[config.mk]
export PLATFORM = sky130hd
export DESIGN_NAME = audio_sdm2
export DESIGN_NICKNAME = d
export VERILOG_FILES = /design/src/rtl/audio_sdm2.sv
export SDC_FILE = /design/constraint.sdc
export NUM_CORES = 1
export LEC_CHECK = 0
export ABC_AREA = 0
export ABC_CLOCK_PERIOD_IN_PS = 5700
export CORE_MARGIN = 5
export CORE_UTILIZATION = 50
export CTS_BUF_LIST = sky130_fd_sc_hd__clkbuf_8
export CTS_CLUSTER_DIAMETER = 120
export CTS_CLUSTER_SIZE = 28
export DETAILED_ROUTE_END_ITERATION = 7
export GPL_TIMING_DRIVEN = 1
export PLACE_DENSITY = 0.68
export SETUP_SLACK_MARGIN = 0.4
export SLEW_MARGIN = 20
export SYNTH_ARGS = -nofsm -noshare
export SYNTH_HDL_FRONTEND = slang
export SYNTH_SLANG_ARGS = --single-unit
[constraint.sdc]
create_clock -name clk_i -period 5.7 [get_ports clk_i]
set_input_delay 0.855 -clock clk_i [delete_from_list [all_inputs] [get_ports clk_i]]
set_output_delay 0.855 -clock clk_i [all_outputs]
set_load 0.03 [all_outputs]
[src/rtl/audio_sdm2.sv]
// Second-order sigma-delta audio DAC for one channel.
// Level soft-ramps after reset and on mute edges so the output never steps abruptly.
module audio_sdm2 #(
  parameter int C_bits   = 16,
  parameter int RAMP_DIV = 2
) (
  input  logic              clk_i,
  input  logic              res_n_i,
  input  logic [C_bits-1:0] dac_i,
  input  logic              load_i,
  input  logic              mute_i,
  output logic              dac_o,
  output logic              ramp_o
);

  localparam int W = C_bits + 4;

  localparam logic [C_bits-1:0] MID    = {1'b1, {(C_bits-1){1'b0}}};
  localparam logic [C_bits-1:0] LVL_LO = {4'b0001, {(C_bits-4){1'b0}}};
  localparam logic [C_bits-1:0] LVL_HI = {4'b1111, {(C_bits-4){1'b0}}};

  localparam logic signed [W-1:0] FB_POS = {5'b00001, {(C_bits-1){1'b0}}};
  localparam logic signed [W-1:0] FB_NEG = {5'b11111, {(C_bits-1){1'b0}}};
  localparam logic signed [W:0]   SAT_HI = {3'b000, {(C_bits+2){1'b1}}};
  localparam logic signed [W:0]   SAT_LO = {3'b111, {(C_bits+2){1'b0}}};

  typedef enum logic {
    RAMP  = 1'b0,
    TRACK = 1'b1
  } state_t;

  state_t              state, state_next;
  logic [C_bits-1:0]   x;
  logic [C_bits-1:0]   lvl, lvl_next;
  logic [C_bits-1:0]   tgt;
  logic [C_bits-1:0]   clamped;
  logic                mute_q;
  logic                tick;
  logic signed [W-1:0] i1, i2;
  logic signed [W-1:0] u, fb;
  logic signed [W:0]   i1_sum, i2_sum;
  logic signed [W-1:0] i1_next, i2_next;

  function automatic logic signed [W-1:0] sat(input logic signed [W:0] v);
    if (v > SAT_HI)
      sat = SAT_HI[W-1:0];
    else if (v < SAT_LO)
      sat = SAT_LO[W-1:0];
    else
      sat = v[W-1:0];
  endfunction

  generate
    if (RAMP_DIV == 0) begin : g_no_div
      assign tick = 1'b1;
    end else begin : g_div
      logic [RAMP_DIV-1:0] tick_cnt;
      always_ff @(posedge clk_i or negedge res_n_i) begin
        if (!res_n_i)
          tick_cnt <= '0;
        else
          tick_cnt <= tick_cnt + 1'b1;
      end
      assign tick = &tick_cnt;
    end
  endgenerate

  // Samples are held in offset binary so the level ramp is plain unsigned arithmetic.
  always_ff @(posedge clk_i or negedge res_n_i) begin
    if (!res_n_i) begin
      x      <= MID;
      mute_q <= 1'b0;
    end else begin
      mute_q <= mute_i;
      if (load_i)
        x <= {~dac_i[C_bits-1], dac_i[C_bits-2:0]};
    end
  end

  assign tgt = mute_i ? MID : x;

  always_ff @(posedge clk_i or negedge res_n_i) begin
    if (!res_n_i) begin
      state  <= RAMP;
      lvl    <= '0;
      ramp_o <= 1'b1;
    end else begin
      state  <= state_next;
      lvl    <= lvl_next;
      ramp_o <= (state_next == RAMP);
    end
  end

  // On a mute edge the level is held for that cycle so the ramp starts from where tracking left off.
  always_comb begin
    state_next = state;
    lvl_next   = lvl;
    case (state)
      RAMP: begin
        if (tick) begin
          if (lvl == tgt)
            state_next = TRACK;
          else if (lvl < tgt)
            lvl_next = lvl + 1'b1;
          else
            lvl_next = lvl - 1'b1;
        end
      end
      TRACK: begin
        if (mute_i != mute_q)
          state_next = RAMP;
        else
          lvl_next = tgt;
      end
      default: begin
        state_next = RAMP;
        lvl_next   = '0;
      end
    endcase
  end

  // Clamping away from the rails keeps the second-order loop stable.
  always_comb begin
    if (lvl < LVL_LO)
      clamped = LVL_LO;
    else if (lvl > LVL_HI)
      clamped = LVL_HI;
    else
      clamped = lvl;
  end

  always_comb begin
    u       = {4'b0000, clamped} - FB_POS;
    fb      = dac_o ? FB_POS : FB_NEG;
    i1_sum  = {i1[W-1], i1} + {u[W-1], u} - {fb[W-1], fb};
    i2_sum  = {i2[W-1], i2} + {i1[W-1], i1} - {fb[W-1], fb};
    i1_next = sat(i1_sum);
    i2_next = sat(i2_sum);
  end

  always_ff @(posedge clk_i or negedge res_n_i) begin
    if (!res_n_i) begin
      i1    <= '0;
      i2    <= '0;
      dac_o <= 1'b0;
    end else begin
      i1    <= i1_next;
      i2    <= i2_next;
      dac_o <= ~i2_next[W-1];
    end
  end

endmodule

==> metrics.yaml, run 1 <==
status: "finished clean"
initial_utilization_pct: 51.4
drtPass1Iterations: 5
async_flop_share_pct: 100
syn_area_um2: 7190
reg2reg_from: "lvl[11]$_DFFE_PN0P_"
ys_warn_count: 0
synth-seq-cells: 78
pin_count: 22
synth-edff-count: 0
grt_max_degree: 79
core_area_um2: 14000
numCtsBuffers: 9
finalSetupViolCount: 0
dp_hpwl_mm: 12.0
hold_class: "reg2reg"
worst_ep_required_time_ns: 5.94
fin_crit_ns: 4.82
vias: 5651
via_per_inst: 5.65
nFillCells: 1292
final-hold-violation-count: 0
wl_mm: 15.0
r2r_slack_ns: 1.03
die_w_um: 130
ant_nets: 0
clk_transition_reported_paths_ns: 0.08
cp-startpoint: "mute_i"
ys.flop_type: "dfrtp_1"
fmaxAchievable_mhz: 207
grt_pass1_wl_mm: 26.5
cts_tree: "built"
slew_violations: 0
cts_root_buf: "clkbuf_8"
portBuffers: 21
m1WireLength_mm: 6.67
drt_iter0_markers: 235
wl_met2_mm: 7.61
diodes: 0
critPathCaptureType: "flip-flop"
arrival_ns: 5.06
synth_nets: 934
clk_latency_ns: 0.36
worstPathMaxFanout: 16
die_area_um2: 16900
layout_common_cells: "inv_1, ha_1, dfrtp_1, a21oi_1, nand2_1"
grt_pass1_vias: 5746
areaGrowthSynthToFinish_pct: 7.38
drive_gt1_share_pct: 8.90
reg2reg_to: "i1[12]$_DFF_PN0_"
slew_headroom_pct: 31.6
multi_input_area_um2: 4690
row_count: 43
postCtsSetupBuffers: 0
timing.final.crit_share_pct: 84.6
clock_path_buffers: 2
ctsHtreeMaxLevel: 3
skew_ns: 0.00937
overflow: 0
drc_errors: 0
layout.nets: 946
fin_tns_setup_ns: 0
wl_per_cell_um: 15.0
ff_latch_area_um2: 1950
cts_hold_buffers: 0
seq_area_frac_synth_pct: 27.2
crit_path_start_kind: "primary input"
layout_commonest_cell: "inv_1"
dieHeight_um: 130
antenna_found_initial: 0
clock-sinks: 78
max_cap_viol_count: 0
post_cts_resized: 0
top_layer_used: "met4"
crit_type: "in2reg"
synth_cell_types: 72
endpoint: "lvl[15]$_DFFE_PN0P_"
rsz0062_at_grt: "false"
postSynthCellCount: 804
syn_area_per_cell_um2: 8.94
rr_worst_depth: 15
wl_met3_um: 544
track_usage_pct: 19.1
gp_congestion: 0.956
tightest_slew_ns: 1.03
-- flip-flops by register name (all words and copies together), names as in the netlist, 2 cells and up --
name,flops
x,16
i1,20
i2,20
g_div.tick_cnt,2
lvl,16
-- routing by layer --
layer  track usage [%]  vias to the layer above
met5                 0                        -
met4              5.13                        0
met3              3.15                       19
met2              33.6                       95
met1              24.3                     2684
li1                  -                     2853
-- stage by stage --
stage,worst slack [ns],util [%],cells,hold WS [ns],instance area (µm²)
detailed placement,0.145,53.7,985,0.426,7520
floorplan,0.846,-,804,0.401,7190
global route,0.574,55.2,1000,0.450,7720
CTS,0.487,55.1,1000,0.438,7700
global placement,0.385,53.7,985,0.412,7520
finish,0.878,55.2,1000,0.430,7720
-- cell usage after synthesis, types with 3 or more instances --
library cell	number	area, µm²
a211oi_1	8	60.1
xor2_1	12	105
o21a_1	20	150
nor2_1	36	135
a21o_1	37	278
or3_1	4	25.0
xnor2_1	36	315
dfrtp_1	76	1900
buf_6	4	45.0
buf_2	3	15.0
o21bai_1	8	60.1
and3_2	3	22.5
inv_1	111	417
or2_2	5	31.3
a21oi_1	57	285
nor3_1	11	55.1
o22ai_1	3	18.8
nand3_1	12	60.1
nand4_1	5	31.3
a31oi_2	9	113
and3_1	5	31.3
ha_1	101	1260
nor2b_1	8	50.1
buf_4	3	22.5
nand3b_1	4	30.0
o211ai_1	4	30.0
nand2_1	44	165
o21ai_1	11	55.1
a31oi_1	17	106
o21ai_0	27	135
and2_1	3	18.8
nand2b_1	23	144
a211oi_2	3	37.5
clkbuf_1	12	45.0
nor4_1	4	25.0
mux2_2	17	191
fa_1	9	180
-- worst max-delay path, cell delays in order --
cell and delay, ns:
dlymetal6s2s_1 0.25, nand2b_1 0.24, ha_1 0.31, a21o_1 0.16, a21o_1 0.18, a21o_1 0.18
a21oi_1 0.15, a31oi_1 0.13, nand2b_1 0.30, ha_1 0.37, a211oi_1 0.33, o21ai_1 0.15
a2111o_1 0.42, a41oi_1 0.22, o21ai_1 0.11, o21bai_1 0.17, a2111oi_0 0.40, nor3_1 0.11
-- area by class of cell --
| class | count | share of cell area [%] |
|---|---|---|
| multi-input cells | 591 | 60.8 |
| clock inverters | 5 | 0.665 |
| well taps | 180 | 2.92 |
| inverters | 111 | 5.40 |
| repair buffers | 25 | 3.16 |
| flip-flops and latches | 78 | 25.3 |
| clock buffers | 10 | 1.78 |
-- how the worst min path moves through the flow --
stage	startpoint	to	slack, ns	depth (start not counted)
finish	g_div.tick_cnt[0]$_DFF_PN0_	g_div.tick_cnt[0]$_DFF_PN0_	0.43	1
global route	g_div.tick_cnt[0]$_DFF_PN0_	g_div.tick_cnt[0]$_DFF_PN0_	0.45	1
CTS	g_div.tick_cnt[0]$_DFF_PN0_	g_div.tick_cnt[0]$_DFF_PN0_	0.44	1
detailed placement	g_div.tick_cnt[0]$_DFF_PN0_	g_div.tick_cnt[0]$_DFF_PN0_	0.43	1
global placement	g_div.tick_cnt[0]$_DFF_PN0_	g_div.tick_cnt[0]$_DFF_PN0_	0.41	1
floorplan	g_div.tick_cnt[0]$_DFF_PN0_	g_div.tick_cnt[0]$_DFF_PN0_	0.40	1
-- cells by family after synthesis --
family / after synthesis / share of synthesized area [%]
compound gates: 236 / 23.1
xor+xnor: 49 / 6.23
fa+ha+maj: 110 / 20.1
buf+inv: 135 / 7.68
flops: 78 / 27.2
mux: 19 / 2.94
simple gates: 177 / 12.7
Power of run 1 is left out: the tool's default activity adds up to more than one toggle a clock period on the data nets, which glitch-free logic cannot reach.
==> run 2, diff against run 1 <==
Settings changed: ABC_CLOCK_PERIOD_IN_PS 5700 to 4600.
Clock period 5.7 ns to 4.6 ns, I/O delays scaled along.
==> run 2 against run 1 <==
  * Setup slack got worse by 0.33 ns
  * Design area up 9.1%
  * Critical path type unchanged
  * Clock-buffer cell count shrank 1
  * Highest routed layer unchanged
  * Clock skew grew 0.0029 ns
  * Largest cell class unchanged
  * Sequential share of layout area is 2.1 points lower
  * Core utilization rose by 5.0 points
==> metrics.yaml, run 2 (synthesis gave the netlist of run 1 again) <==
status: "finished clean"
via_per_inst: 5.66  # +0.18%
core_area_um2: 14000  # unchanged
skew_ns: 0.0123  # +0.00295 ns
clk_transition_reported_paths_ns: 0.09  # about the same
grt_pass1_wl_mm: 27.8  # +4.9%
arrival_ns: 4.31  # -0.75 ns
drive_gt1_share_pct: 18.9  # +10 points
die_w_um: 130  # unchanged
die_area_um2: 16900  # unchanged
max_cap_viol_count: 0  # unchanged
grt_max_degree: 79  # unchanged
numCtsBuffers: 9  # unchanged
clock-sinks: 78  # unchanged
diodes: 0  # unchanged
slew_headroom_pct: 23.2  # -8.4 points
layout.nets: 1005  # +6.2%
pin_count: 22  # unchanged
dieHeight_um: 130  # unchanged
reg.largest.list: "i1 (20), i2 (20)"
areaGrowthSynthToFinish_pct: 17.2
fmaxAchievable_mhz: 247
initial_utilization_pct: 51.4  # unchanged
layout_commonest_cell: "inv_1"
cts_tree: "built"
crit_path_start_kind: "primary input"
worst_ep_required_time_ns: 4.86  # -1.08 ns
fin_crit_ns: 4.05
hold_class: "in2async"
drc_errors: 0  # unchanged
drt_iter0_markers: 223  # -5.1%
tightest_slew_ns: 1.15  # +0.126 ns
row_count: 43  # unchanged
cts_hold_buffers: 0  # unchanged
antenna_found_initial: 0  # unchanged
worstPathMaxFanout: 8  # -8
timing.hold.ws_ns: 0.341  # -0.0889 ns
portBuffers: 21  # unchanged
slew_violations: 0  # unchanged
final-hold-violation-count: 0  # unchanged
drtPass1Iterations: 5  # unchanged
overflow: 0  # unchanged
timing.final.crit_share_pct: 88.0
layout_common_cells: "inv_1, ha_1, dfrtp_1, buf_4, a21oi_1"
gp_congestion: 0.910  # -4.8%
clock_path_buffers: 2  # unchanged
critPathCaptureType: "flip-flop"
cts_root_buf: "clkbuf_8"
grt_pass1_vias: 6000  # +4.4%
wl_mm: 16.1  # +7.0%
dp_hpwl_mm: 12.6  # +4.5%
track_usage_pct: 20.2  # +1.1 points
vias: 6001  # +6.2%
finalSetupViolCount: 0  # unchanged
ctsHtreeMaxLevel: 3  # unchanged
ant_nets: 0  # unchanged
rsz0062_at_grt: "true"
wl_per_cell_um: 15.2  # +0.99%
clk_latency_ns: 0.37  # about the same
crit_type: "in2reg"
## run 2: cell count changes in the layout (fill, tap and decap cells not counted), sizes merged
cell | before | now
dlymetal6s2s | 1 | 0
clkinv | 2 | 4
clkbuf | 10 | 9
buf | 5 | 65
## run 2: worst paths after layout
| path | startpoint | endpoint | slack (ns) | depth (start not counted) |
|---|---|---|---|---|
| hold / removal | res_n_i | g_div.tick_cnt[0]$_DFF_PN0_ | 0.34 | 1 |
| min in group clk_i | g_div.tick_cnt[0]$_DFF_PN0_ | g_div.tick_cnt[0]$_DFF_PN0_ | 0.43 | 1 |
| setup reg to reg | lvl[0]$_DFFE_PN0P_ | i1[15]$_DFF_PN0_ | 0.62 | 16 |
| hold reg to reg | g_div.tick_cnt[0]$_DFF_PN0_ | g_div.tick_cnt[0]$_DFF_PN0_ | 0.43 | 1 |
| max in group asynchronous | res_n_i | lvl[0]$_DFFE_PN0P_ | 3.76 | 1 |
| setup / recovery | mute_i | lvl[15]$_DFFE_PN0P_ | 0.55 | 19 |
## run 2: area by class of cell
cell class,count,area (µm²)
clock buffers,9,124
repair buffers,84,691
flip-flops and latches,78,1960
well taps,180,225
clock inverters,7,73.8
inverters,111,417
multi-input cells,591,4940
fillers,1185,5570
## run 2: metal layers
metal / routed length [µm] / vias to the layer above / share of wire, % / GRT usage [%]
li1: - / 2977 / - / -
met1: 6980 / 2843 / 43 / 24.8
met2: 8140 / 135 / 51 / 36.8
met3: 494 / 46 / 3.1 / 2.09
met4: 492 / 0 / 3.1 / 7.40
met5: 0 / - / 0 / 0
## run 2: per-stage QoR
| stage | instances | setup TNS (ns) | setup slack [ns] | instance area [µm²] | utilization, % |
|---|---|---|---|---|---|
| finish | 1060 | 0 | 0.550 | 8420 | 60.2 |
| global route | 1060 | 0 | 0.392 | 8420 | 60.2 |
| CTS | 1055 | 0 | 0.419 | 8270 | 59.1 |
| detailed placement | 1034 | -0.676 | -0.268 | 7970 | 57.0 |
| global placement | 1034 | -0.203 | -0.134 | 7970 | 57.0 |
| floorplan | 804 | 0 | 0.329 | 7300 | - |
## run 2: what timing repair did
action                                 CTS  global route
endpoints found under the hold margin    0             0
buffers inserted                         4             5
resized for setup                       15            25
gates cloned                             1             0
pin swaps                               11            17
setup endpoints to repair               23            20
## run 2: worst max-delay path, cell delays in order
cell       delay (ns)
buf_4            0.12
buf_6            0.12
nand2b_4         0.15
ha_4             0.27
a21o_1           0.10
a21o_1           0.10
a21oi_1          0.05
or3_1            0.36
a31oi_1          0.21
nand2b_4         0.25
ha_4             0.24
a211oi_4         0.24
o21ai_2          0.10
a2111o_1         0.47
a41oi_2          0.17
o21ai_2          0.09
o21bai_4         0.18
a2111oi_4        0.31
nor3_2           0.07
Power of run 2 is left out for the same reason.
==> run 3, diff against run 2 <==
Settings changed: CAP_MARGIN set to 20, CORE_UTILIZATION 50 to 25, PLACE_DENSITY 0.68 to 0.4.
==> run 3 against run 2 <==
  * Setup slack gained 0.0030 ns
  * Core utilization shrank 29 points
  * Via count is 3.8% lower
  * Critical endpoint unchanged
  * Register-to-register slack hardly changed
  * Fmax is essentially flat
  * Non-clock buffer count up 21
  * Critical path type unchanged
  * Worst hold slack lost 0.057 ns
  * First-iteration DRC count down 19%
  * Global-route usage down 9.2 points
  * Critical path depth up 6
  * Flip-flop and latch count unchanged
  * Largest cell class unchanged
==> metrics.yaml, run 3 (synthesis gave the netlist of run 1 again) <==
layout_common_cells: "inv_1, ha_1, buf_4, dfrtp_1, a21oi_1"
finalSetupViolCount: 0  # unchanged
fin_tns_setup_ns: 0  # unchanged
drive_gt1_share_pct: 20.6  # +1.8 points
fin_crit_ns: 4.05  # -0.00297 ns
tightest_slew_ns: 0.764  # -0.388 ns
cts_root_buf: "clkbuf_8"
place_area_um2: 8320  # +4.3%
dp_slack_ns: -0.264  # +0.00430 ns
cts_hold_buffers: 0  # unchanged
grt_pass1_vias: 5724  # -4.6%
r2r_slack_ns: 0.62  # about the same
die_area_um2: 32200  # +91%
cpPeakStageDelay_ns: 0.37  # -0.10 ns
clk_latency_ns: 0.37  # about the same
wl_mm: 17.9  # +11%
diodes: 0  # unchanged
final-hold-violation-count: 0  # unchanged
ant_nets: 0  # unchanged
layout_commonest_cell: "inv_1"
antenna_found_initial: 0  # unchanged
timing.final.crit_share_pct: 88.0  # about the same
max_cap_viol_count: 0  # unchanged
drt_iter0_markers: 181  # -19%
slew_headroom_pct: 49.1  # +26 points
clk_transition_reported_paths_ns: 0.09  # about the same
drc_errors: 0  # unchanged
fmaxAchievable_mhz: 247  # about the same
critPathCaptureType: "flip-flop"
track_usage_pct: 11.1  # -9.2 points
rsz0062_at_grt: "false"
reg.largest.list: "i1 (20), i2 (20)"
slew_violations: 0  # unchanged
grt_pass1_wl_mm: 29.7  # +6.9%
areaGrowthSynthToFinish_pct: 23.8
skew_ns: 0.0164  # +0.00404 ns
wl_per_cell_um: 13.9  # -8.5%
ctsHtreeMaxLevel: 3  # unchanged
die_w_um: 180  # +38%
cts_tree: "built"
clock_path_buffers: 2  # unchanged
crit_top_cell: "buf_4"
crit_type: "in2reg"
arrival_ns: 4.31  # about the same
fin_area_um2: 8900  # +5.7%
clock-sinks: 78  # unchanged
pin_count: 22  # unchanged
worst_ep_required_time_ns: 4.86  # about the same
worst_path_max_delay_cell: "a2111oi_2"
via_per_inst: 4.49  # -21%
grt_max_degree: 43  # -46%
vias: 5771  # -3.8%
overflow: 0  # unchanged
row_count: 62  # +44%
numCtsBuffers: 9  # unchanged
status: "finished clean"
drtPass1Iterations: 4  # -1
dieHeight_um: 180  # +38%
rr_worst_depth: 17  # +1
portBuffers: 21  # unchanged
dp_hpwl_mm: 14.2  # +13%
setup_ws_ns: 0.553  # +0.00297 ns
core_area_um2: 28500  # +100%
nFillCells: 3109  # +160%
worstPathMaxFanout: 7  # -1
initial_utilization_pct: 25.2  # -26 points
gp_congestion: 0.809  # -11%
crit_path_start_kind: "primary input"
hold_class: "in2async"
layout.nets: 1026  # +2.1%
==> run 3: cell type report <==
type                    instances  area, µm²  area share (%)
clock buffers                  12        165            1.86
clock inverters                 4       68.8           0.773
flip-flops and latches         78       1960            22.0
repair buffers                105        851            9.56
multi-input cells             591       4960            55.8
well taps                     384        480            5.40
inverters                     111        417            4.68
==> run 3: path summary, 6_finish.rpt <==
| kind | startpoint | to |
|---|---|---|
| hold / removal | res_n_i | x[4]$_DFFE_PN0P_ |
| setup reg to reg | lvl[5]$_DFFE_PN0P_ | i1[1]$_DFF_PN0_ |
| setup / recovery | mute_i | lvl[15]$_DFFE_PN0P_ |
| hold reg to reg | g_div.tick_cnt[0]$_DFF_PN0_ | g_div.tick_cnt[0]$_DFF_PN0_ |
| min in group clk_i | g_div.tick_cnt[0]$_DFF_PN0_ | g_div.tick_cnt[0]$_DFF_PN0_ |
| max in group asynchronous | res_n_i | i2[16]$_DFF_PN0_ |
==> run 3: stage by stage <==
step	cells	hold WS (ns)	utilization, %
2_1_floorplan	804	0.394	-
3_3_place_gp	1250	0.421	29.1
3_5_place_dp	1250	0.421	29.1
4_1_cts	1283	0.304	30.6
5_1_grt	1285	0.326	31.2
6_report	1285	0.284	31.2
==> run 3: critical path: cells and delay by family <==
kind	cells	cell delay, ns
buffers and inverters	15	1.84
AO/OA/AOI/OAI	5	0.94
AND/OR/NAND/NOR	4	0.54
adder cells (fa/ha/maj)	1	0.28
==> run 3: per-layer routing <==
layer	global-route usage, %	up-vias	share of wire [%]
li1	-	3016	-
met1	15.5	2687	50
met2	18.2	51	46
met3	1.31	17	1.8
met4	2.77	0	1.3
met5	0	-	0
==> run 3: repair_timing <==
action | 4_1_cts | 5_1_grt
endpoints found under the hold margin | 0 | 0
buffers inserted | 16 | 1
gates cloned | 1 | 1
setup endpoints to repair | 23 | 22
resized for setup | 14 | 27
pin swaps | 8 | 14
Power of run 3 is left out for the same reason.
